--- src/rtl/div_pkg.sv ---
// Shared types and opcodes for the iterative divider used by the execute stage.
package div_pkg;

    typedef enum logic [1:0] {
        IDLE,
        BYZERO,
        ON,
        END
    } div_state_t;

    // EX decodes these aluops into start_i / signed_i.
    localparam logic [7:0] EXE_DIV_OP  = 8'b0001_1010;
    localparam logic [7:0] EXE_DIVU_OP = 8'b0001_1011;

endpackage

--- src/rtl/div_step.sv ---
// One combinational restoring-division step: trial subtract, then keep or restore.
module div_step #(
    parameter int WIDTH = 32
) (
    input  logic [WIDTH:0]   partial_rem,
    input  logic [WIDTH-1:0] divisor,
    output logic [WIDTH-1:0] next_rem,
    output logic             quot_bit
);

    logic [WIDTH:0] trial;

    // partial_rem < 2*divisor, so a borrow always lands in the MSB of the WIDTH+1 bit difference.
    assign trial    = partial_rem - {1'b0, divisor};
    assign quot_bit = ~trial[WIDTH];
    assign next_rem = trial[WIDTH] ? partial_rem[WIDTH-1:0] : trial[WIDTH-1:0];

endmodule

--- src/rtl/div_unit.sv ---
// Radix-2 restoring divider for DIV/DIVU: one quotient bit per cycle, result held until released.
module div_unit
    import div_pkg::*;
#(
    parameter int WIDTH = 32,
    parameter int CNT_W = $clog2(WIDTH + 1)
) (
    input  logic               clk,
    input  logic               rst,
    input  logic               start_i,
    input  logic               signed_i,
    input  logic [WIDTH-1:0]   opdata1_i,
    input  logic [WIDTH-1:0]   opdata2_i,
    input  logic               annul_i,
    output logic               busy_o,
    output logic               ready_o,
    output logic               div_zero_o,
    output logic [2*WIDTH-1:0] result_o
);

    div_state_t       state, state_next;
    logic [CNT_W-1:0] cnt;
    logic [WIDTH-1:0] divisor;
    logic [WIDTH-1:0] dividend;   // shifts out dividend bits, shifts in quotient bits
    logic [WIDTH-1:0] rem;
    logic             neg_quot;
    logic             neg_rem;

    logic             op1_neg, op2_neg;
    logic [WIDTH-1:0] op1_mag, op2_mag;
    logic [WIDTH-1:0] step_rem;
    logic             step_q;
    logic [WIDTH-1:0] quot_fix, rem_fix;
    logic             cnt_done;

    assign op1_neg  = signed_i & opdata1_i[WIDTH-1];
    assign op2_neg  = signed_i & opdata2_i[WIDTH-1];
    assign op1_mag  = op1_neg ? -opdata1_i : opdata1_i;
    assign op2_mag  = op2_neg ? -opdata2_i : opdata2_i;
    assign cnt_done = (cnt == CNT_W'(WIDTH));
    assign quot_fix = neg_quot ? -dividend : dividend;
    assign rem_fix  = neg_rem ? -rem : rem;
    assign busy_o   = (state != IDLE);

    div_step #(.WIDTH(WIDTH)) u_step (
        .partial_rem ({rem, dividend[WIDTH-1]}),
        .divisor     (divisor),
        .next_rem    (step_rem),
        .quot_bit    (step_q)
    );

    // NOTE: sequential state uses non-blocking assignments so every register samples pre-edge values.
    always_ff @(posedge clk or negedge rst) begin
        if (!rst) state <= IDLE;
        else      state <= state_next;
    end

    // NOTE: state_next gets its default first so no branch leaves it unassigned and no latch is inferred.
    always_comb begin
        state_next = state;
        unique case (state)
            IDLE:    if (start_i && !annul_i)
                         state_next = (opdata2_i == '0) ? BYZERO : ON;
            BYZERO:  state_next = annul_i ? IDLE : END;
            ON:      if (annul_i)       state_next = IDLE;
                     else if (cnt_done) state_next = END;
            END:     if (annul_i || !start_i) state_next = IDLE;
            default: state_next = IDLE;
        endcase
    end

    always_ff @(posedge clk or negedge rst) begin
        if (!rst) begin
            cnt        <= '0;
            divisor    <= '0;
            dividend   <= '0;
            rem        <= '0;
            neg_quot   <= 1'b0;
            neg_rem    <= 1'b0;
            ready_o    <= 1'b0;
            div_zero_o <= 1'b0;
            result_o   <= '0;
        end else begin
            case (state)
                IDLE: begin
                    if (start_i && !annul_i) begin
                        divisor  <= op2_mag;
                        dividend <= op1_mag;
                        rem      <= '0;
                        cnt      <= '0;
                        neg_quot <= op1_neg ^ op2_neg;
                        neg_rem  <= op1_neg;
                    end
                end
                BYZERO: begin
                    if (!annul_i) begin
                        result_o   <= '0;
                        div_zero_o <= 1'b1;
                        ready_o    <= 1'b1;
                    end
                end
                ON: begin
                    if (!annul_i) begin
                        if (cnt_done) begin
                            result_o <= {rem_fix, quot_fix};
                            ready_o  <= 1'b1;
                        end else begin
                            rem      <= step_rem;
                            dividend <= {dividend[WIDTH-2:0], step_q};
                            cnt      <= cnt + CNT_W'(1);
                        end
                    end
                end
                END: begin
                    if (annul_i || !start_i) begin
                        ready_o    <= 1'b0;
                        div_zero_o <= 1'b0;
                        result_o   <= '0;
                    end
                end
                default: ;
            endcase
        end
    end

endmodule

--- config.mk ---
export PLATFORM = sky130hd
export DESIGN_NAME = div_unit
export DESIGN_NICKNAME = d
export VERILOG_FILES = /design/src/rtl/div_pkg.sv /design/src/rtl/div_step.sv /design/src/rtl/div_unit.sv
export SDC_FILE = /design/constraint.sdc
export NUM_CORES = 1
export LEC_CHECK = 0
export ABC_AREA = 1
export CORE_MARGIN = 1.5
export CORE_UTILIZATION = 40
export CTS_CLUSTER_SIZE = 28
export DETAILED_ROUTE_END_ITERATION = 8
export GPL_ROUTABILITY_DRIVEN = 0
export MAX_ROUTING_LAYER = met4
export PLACE_DENSITY = 0.69
export SLEW_MARGIN = 15
export SYNTH_ARGS = -nofsm -noshare
export SYNTH_HDL_FRONTEND = slang
export SYNTH_SLANG_ARGS = --single-unit
--- constraint.sdc ---
create_clock -name clk -period 2.06 [get_ports clk]
set_input_delay 0.618 -clock clk [delete_from_list [all_inputs] [get_ports clk]]
set_output_delay 0.618 -clock clk [all_outputs]
set_load 0.03 [all_outputs]
* Word level (Yosys, flattened, before mapping)
Index checks and enable logic that the tools add are counted.
W data, S select, Z words.
** Storage, ports and cells
- Flip-flop bits (word level) :: 172
- Word-level logic and storage cells :: 81
- Output and inout port bits :: 67
** Operators by class
- Add/subtract/negate cells :: 6
- Bitwise gates (word level) :: 4
- Muxes and demuxes :: 35
- Reduce and logical (&&, ||, !) cells :: 15
- Equality and inequality tests :: 11
** Operators with widths (count)
- $mux W32 :: 11
- $mux W64 :: 4
- $pmux W64 S3 :: 1
- $neg A32 Y32 :: 4
- $pmux W32 S2 :: 2
- $sub A33 B32 Y33 :: 1
- $logic_not A32 Y1 :: 1
- $mux W6 :: 3
- $mux W2 :: 6
- $ne A2 B2 Y1 const B :: 6
- $pmux W6 S2 :: 1
- $pmux W2 S4 :: 1
- $add A6 B1 Y6 const B :: 1
- $eq A6 B6 Y1 const B :: 1
- $reduce_and A3 Y1 :: 2
- $reduce_bool A2 Y1 :: 3
- $reduce_and A5 Y1 :: 1
- $eq A2 B2 Y1 const B :: 2
- $mux W1 :: 4
- $reduce_and A4 Y1 :: 1
- $ne A3 B3 Y1 const B :: 1
- $pmux W1 S3 :: 1
- $reduce_bool A3 Y1 :: 1
- $and A1 B1 Y1 :: 2
- other kinds (9) :: 10

* Longest topological paths before layout
- Depth after elaboration :: 5
- Gate-level depth with buffers :: 18

* By module
From an unflattened synthesis, not the netlist that was laid out.
** Unflattened totals
- Cell total of the unflattened synthesis :: 2192
- Area total of the unflattened synthesis :: 13858.3 um^2
** Modules (own cells, without submodules)
- div_unit :: seq. area each 4304.1 um^2, instances 1, cells an instance 1508, area each 10557.6 um^2
- div_step :: seq. area each 0.0 um^2, instances 1, cells an instance 684, area each 3300.7 um^2

* Worst setup path before layout
OpenSTA, ideal clock, no wires.
- Path type :: register to register
- Start :: register dividend[31]
- End :: register rem[15]
- Path slack :: -164 ps
- Stages on the path, launching flop included :: 19
- Data required time :: 1943 ps
- Arrival time :: 2107 ps
- Cell sequence :: dfrtp_1 -> inv_1 -> ha_1 -> fa_1 -> inv_1 -> nand2_1 -> nand2_1 -> nand3_1 -> nand2_2 -> nand2_2 -> nand2_2 -> nand2_4 -> nand2_4 -> nand2_4 -> nand2_8 -> buf_12 -> nand2_2 -> nand3_1 -> nand2_1
** On the way
- Word-level cells in the longest chain between the ends :: 5
** Ends and longest elaborated chain
- start: declaration :: RTL line div_unit.sv:24 : logic [WIDTH-1:0] dividend;
- start signal: assignment :: RTL line div_unit.sv:88 : dividend <= op1_mag;
- start signal: assignment :: RTL line div_unit.sv:109 : dividend <= {dividend[WIDTH-2:0], step_q};
- $sub A33 B32 Y33 :: RTL line div_step.sv:14 : assign trial = partial_rem - {1'b0, divisor};
- $mux W32 :: RTL line div_step.sv:16 : assign next_rem = trial[WIDTH] ? partial_rem[WIDTH-1:0] : trial[WIDTH-1:0];
- $mux W32 :: RTL line div_unit.sv:104 : if (cnt_done) begin
- $mux W32 :: RTL line div_unit.sv:103 : if (!annul_i) begin
- $pmux W32 S2 :: RTL line div_unit.sv:84 : case (state)
- end signal: assignment :: RTL line div_unit.sv:108 : rem <= step_rem;
- end: declaration :: RTL line div_unit.sv:25 : logic [WIDTH-1:0] rem;
No other way between the ends. The select of a mux whose other input is x is not followed.
A chain may end at the register's enable or synchronous reset.

* Final worst setup path
- Start :: register dividend[31]
- End :: register rem[24]
The elaborated chain is that of the path after synthesis.

==> results.md <==
- Status: finished with violations
- Failing checks: negative setup slack
- PwrDens: 1840 nW/um2
- Inst Count DP: 2874
- Post-Layout Cell Count: 2934
- Endpoints failing hold: 0
- Die Y: 185 um
- XOR/XNOR Fraction of Synth Area: 0.0422
- Synth async-reset ratio: 1.00
- Skew final: 0.0146 ns
- Peak supply drop: 1.16 mV
- Layout net count: 2591
- Post-synthesis sequential area ratio: 0.324
- Pleak: 9.90 nW
- CTS tree: built
- Worst hold path class: input port to async pin
- Primary flip-flop cell chosen by synthesis mapping: dfrtp_1
- Detailed Routing Iterations Pass 1: 7
- Number of enable flip-flop cells after synthesis: 0
- Initial antenna violation count: 0
- Max Freq: 0.414 GHz
- CTS clk-pin slew, worst paths: 0.07 ns
- Hold buffer count at CTS: 0
- Site Rows: 66
- Full die area: 34300 um2
- Min Tclk post-route: 2.42 ns
- Initial core utilization: 0.407
- Crit-path max FO: 5
- CTS Buffer Depth: 2
- Htree depth: 4
- Maxcap violations: 0
- Mux share of post-synthesis cell area: 0
- Drt total wl: 44700 um
- Clock sink total: 172
- FF+latch count, synth: 172
- Setup violations, final: 33
- Root Buffer: clkbuf_16
- Worst EP arrival: 2.75 ns
- Synth Area in Simple Gates: 0.372
- Max-slew violation count: 0
- Core area: 32600 um2
- IO Count: 136
- Power, Total: 34.6 mW
- Synth Net Count: 2175
- Worst R2R End: rem[24]
- DRC: 0
- Final Instance Area: 18800 um2
- Vias in the first global route: 13700
- Unrepaired setup endpoints after global routing: true
- R2r setup slk: -0.36 ns
- Vias/cell: 5.14
- Critical path origin: dividend[31]
- Cell variety after synth: 51
- Ys Warns: 0
- Total GRT Usage: 0.266
- Most common cell after layout, fill and taps aside: nand2_1
- Fin crit share: 1.17
- Synthesized area per cell: 6.44 um2
- Synth Area in Compound Gates: 0.115
- Commonest cells after routing, fill and taps aside: nand2_1 (639), buf_4 (292), inv_1 (283)
- Fill count: 2970
- Worst Slack Setup Final: -0.356 ns
- Setup WS pre-CTS: -0.645 ns
- Synthesized instance count: 2063
- Worst setup EP type: flip-flop
- N_diodes: 0
- CTS buffer count: 17
- Synthesized-area fraction occupied by adder cells: 0.0411
- Area Overhead vs Synth: 41.8%
- Worst slew pin tran: 0.490 ns
- Fin util: 0.577
- Die X: 185 um
- CP Class: flip-flop to flip-flop
- DRT antenna net count: 0
- Starting DRT DRC Count: 1528
- Worst-Skew Late Latency: 0.45 ns
- Reg2reg start: dividend[31]
- Critical Path Start Type: flip-flop
- GR Overflow Total: 0
- IO buf count: 135
- Post-DP HPWL: 34500 um
- Main combinational cell family by area after synthesis: simple AND/OR/NAND/NOR gates
- Req. time, crit path: 2.40 ns
- Largest net degree at the start of global routing: 47
- DR WL/cell: 15.2 um
- Rel. slew slack: 0.671
- Worst r2r path cells: 18
- Layout cell share with drive strength beyond 1: 0.211
- Vias: 15100
- Mapped cell area: 13300 um2
- Dpl cell area: 17300 um2
- First-pass GRT wire length: 70100 um
- Critical path destination: rem[24]
## synth_stat cells (2+ instances only)
cell / instances / share of area
o22ai_1: 15 / 0.0071
a22o_1: 13 / 0.0086
buf_4: 4 / 0.0023
nor3_1: 27 / 0.010
nand2_1: 670 / 0.19
buf_2: 16 / 0.0060
inv_2: 5 / 0.0014
nor2_1: 200 / 0.057
buf_1: 7 / 0.0020
a21o_1: 2 / 0.0011
inv_1: 295 / 0.083
dfrtp_1: 172 / 0.32
o221ai_1: 12 / 0.0079
a21oi_2: 2 / 0.0013
nor3b_1: 2 / 0.0011
nor2_2: 5 / 0.0024
a21oi_1: 53 / 0.020
o31ai_1: 3 / 0.0017
or2_2: 4 / 0.0019
o21ai_0: 116 / 0.044
ha_1: 42 / 0.040
nand2_4: 5 / 0.0042
nor4_1: 3 / 0.0014
a32o_1: 2 / 0.0015
xor2_1: 51 / 0.034
o211ai_1: 5 / 0.0028
o21ai_1: 16 / 0.0060
nand4_1: 24 / 0.011
nand3b_1: 17 / 0.0096
nand2_2: 16 / 0.0075
clkbuf_1: 29 / 0.0082
nand3_1: 183 / 0.069
o21bai_1: 14 / 0.0079
xnor2_1: 13 / 0.0086
a31oi_1: 2 / 0.00094
nor3_2: 2 / 0.0015
o2111ai_1: 2 / 0.0013
## registers in the layout, summed over array words and instances (netlist names)
register / cells
ready_o: 1
rem: 32
div_zero_o: 1
result_o: 64
neg_quot: 1
dividend: 32
state: 2
divisor: 32
cnt: 6
neg_rem: 1
## final cells by class
cell class              count  area [um2]  share of cell area
multi-input cells        1532        8240               0.438
inverters                 301        1140              0.0607
repair buffers            454        3950               0.210
repair inverters            1        7.51            0.000399
clock inverters            13         184             0.00977
clock buffers              19         443              0.0235
well taps                 442         553              0.0294
flip-flops and latches    172        4310               0.229
## worst max-delay path: stages, from the launching register on
cell and delay (ns):
dfrtp_1 0.41, inv_2 0.10, ha_4 0.18, fa_2 0.35, inv_2 0.07, nand2_2 0.07
nand2_4 0.08, nand3_2 0.06, nand2_2 0.09, nand2_2 0.08, nand2_4 0.12, nand2_8 0.09
nand2_8 0.10, nand2_8 0.07, nand2_8 0.09, buf_8 0.15, nand2_4 0.06, nand3_2 0.07
nand2_1 0.06
## metal layers
layer | GRT usage | part of all wire
met5 | - | 0
met4 | 0.0637 | 0.021
met3 | 0.0494 | 0.087
met2 | 0.383 | 0.43
met1 | 0.383 | 0.46
## how the worst min path moves through the flow
stage / slack [ns] / depth (start not counted) / endpoint / startpoint
3_5_place_dp: 0.47 / 2 / result_o[51] / result_o[51]
4_1_cts: 0.11 / 1 / divisor[16] / rst
6_report: 0.10 / 1 / divisor[3] / rst
2_1_floorplan: 0.32 / 0 / cnt[0] / rst
5_1_grt: 0.12 / 1 / divisor[3] / rst
3_3_place_gp: 0.47 / 2 / result_o[63] / result_o[63]
## repair_timing
action,CTS,global route
resized for setup,96,157
cloned,0,3
setup endpoints to repair,112,128
pin swaps,6,45
hold endpoints to repair,0,0
setup buffers,9,16
## cell families (layout without fill, tap and decap cells)
family | Yosys count | after routing
AO/OA/AOI/OAI | 261 | 261
XOR/XNOR | 64 | 64
adder cells (fa/ha/maj) | 43 | 43
buffers and inverters | 359 | 788
flip-flops | 172 | 172
AND/OR/NAND/NOR | 1164 | 1164
## power breakdown
part / switching (mW) / total [mW] / leakage, nW / internal, mW
Sequential: 1.30 / 6.12 / 2.20 / 4.83
Clock: 1.53 / 3.51 / 0.301 / 1.98
Combinational: 14.8 / 24.9 / 7.40 / 10.1
Total: 17.6 / 34.6 / 9.90 / 16.9
## stage by stage
step | hold WS, ns | setup TNS (ns)
final | 0.101 | -10.09
after CTS | 0.110 | -7.19
after global placement | 0.465 | -46.01
after global routing | 0.123 | -12.31
after detailed placement | 0.469 | -52.26
after floorplan | 0.322 | -1.02
Note: power is estimated with default switching activity, not from simulation.
==> variant: new RTL, same flow settings <==
Re-encode `div_state_t` (4 states) as one-hot, 4 bits wide.
--- a/src/rtl/div_pkg.sv
+++ b/src/rtl/div_pkg.sv
@@ -3,7 +3,7 @@
 
-    typedef enum logic [1:0] {
-        IDLE,
-        BYZERO,
-        ON,
-        END
+    typedef enum logic [3:0] {
+        IDLE   = 4'b0001,
+        BYZERO = 4'b0010,
+        ON     = 4'b0100,
+        END    = 4'b1000
     } div_state_t;
Formal check against the unedited RTL: same outputs for any inputs over 4 cycles, from zero or initial values and one cycle with rst low; so few cycles prove little.
==> variant against the unedited design <==
- the flow still finishes with violations (negative setup slack)
- routed wire length down 8.8%
- die area decreased by 5.0%
- setup slack improved by 0.019 ns
- critical path depth grew 1
- sequential cell count increased by 2
- final area down 4.7%
- area after synthesis shrank 5.1%
- critical path type unchanged
- largest cell class unchanged
Power is not compared: it rests on default switching activity, and its combinational part moved more than twofold at a synthesized area within 25%.
==> variant: results (changes against the unedited design) <==
[logic_synthesis]
syn_avg_cell_area_sq_um = 6.572  ; +2.1%
synth_common_cells = 621 x nand2_1, 255 x inv_1, 180 x nor2_1
netlist-cell-type-count = 43  ; -16%
synth.area.top_cells = dfrtp_1 34%, nand2_1 18%, inv_1 7.6%
seq_area_frac_synth = 0.3455  ; +0.02138
syn_nets = 2026  ; -6.9%

[detailed_routing]
wl_met3_um = 2755  ; -29%
top_layer = met4
wl_met2_um = 18130  ; -5.5%
firstDrtPassIters = 6  ; -1
num_vias = 14047  ; -6.8%
dr.first_iter.drc_count = 1216  ; -20%
wirelength_um = 40790  ; -8.8%
wl_met1_um = 19030  ; -8.2%

[critical_path]
cp_max_fo = 6  ; +1
critPathMaxStageDelay_ns = 0.37  ; -0.04 ns
critical_path.slowest_cell = dfrtp_1
cp.arrival_ns = 2.74  ; about the same
r2r_cells = 19  ; +1

[sta]
fin_ws_ns = -0.3376  ; +0.01851 ns
setup_violations = 33  ; unchanged
relSlewSlack = 0.7034  ; +0.03273
fin_skew_ns = 0.01885  ; +0.004201 ns
holdWs_ns = 0.08044  ; -0.02080 ns
fin_tns_setup_ns = -8.917  ; +1.175 ns

[global_routing]
grt_pass1_vias = 13423  ; -2.2%
grt_util_met1 = 0.3641  ; -0.01926
grt_use_met3 = 0.02769  ; -0.02166
grt_use_met2 = 0.3995  ; +0.01668
grt_max_degree = 68  ; +45%
grt_pass1_wl_um = 66660  ; -4.9%
grtUsageTotal = 0.2602  ; -0.005920

[finish]
drive_above_1_share = 0.2098  ; -0.001648
nets = 2435  ; -6.0%
final_cells = 2736  ; -6.7%

[run_status]
status = finished, violations left
violations = negative setup slack

[clock_network]
cts_resized = 126  ; +31%
cts_setup_buffers = 10  ; +1

[power_and_ir_drop]
power_density_nw_per_um2 = 680.6

[placed_design]
pre_cts_ws_ns = -0.5608  ; +0.08442 ns
hpwl_um = 31350  ; -9.2%
placed_area_sq_um = 16620  ; -3.9%

==> variant: worst paths after layout <==
kind / start / end
setup / recovery: dividend[31] / rem[14]
hold / removal: rst / rem[3]
setup reg to reg: dividend[31] / rem[14]
hold reg to reg: result_o[53] / result_o[53]
max in group asynchronous: rst / state[0]
min in group clk: result_o[53] / result_o[53]
==> variant: cell type report <==
type                       count  area, sq um
fill                        2735        12880
multi-input combinational   1427         7590
sequential                   174         4355
timing repair buffer         446         3931
inverter                     261        985.9
tap                          396        495.5
clock buffer                  18        439.2
clock inverter                14        152.6
==> variant: cell families (layout without fill, tap and decap cells) <==
kind of cell | Yosys count | count (layout) | synth area share
xor gates and xnor gates | 74 | 74 | 0.05142
adders and majority gates | 39 | 39 | 0.03931
buffers and inverters | 317 | 739 | 0.09946
DFF | 174 | 174 | 0.3455
AOI/OAI and AO/OA | 264 | 264 | 0.1182
and+or+nand+nor | 1050 | 1050 | 0.3460
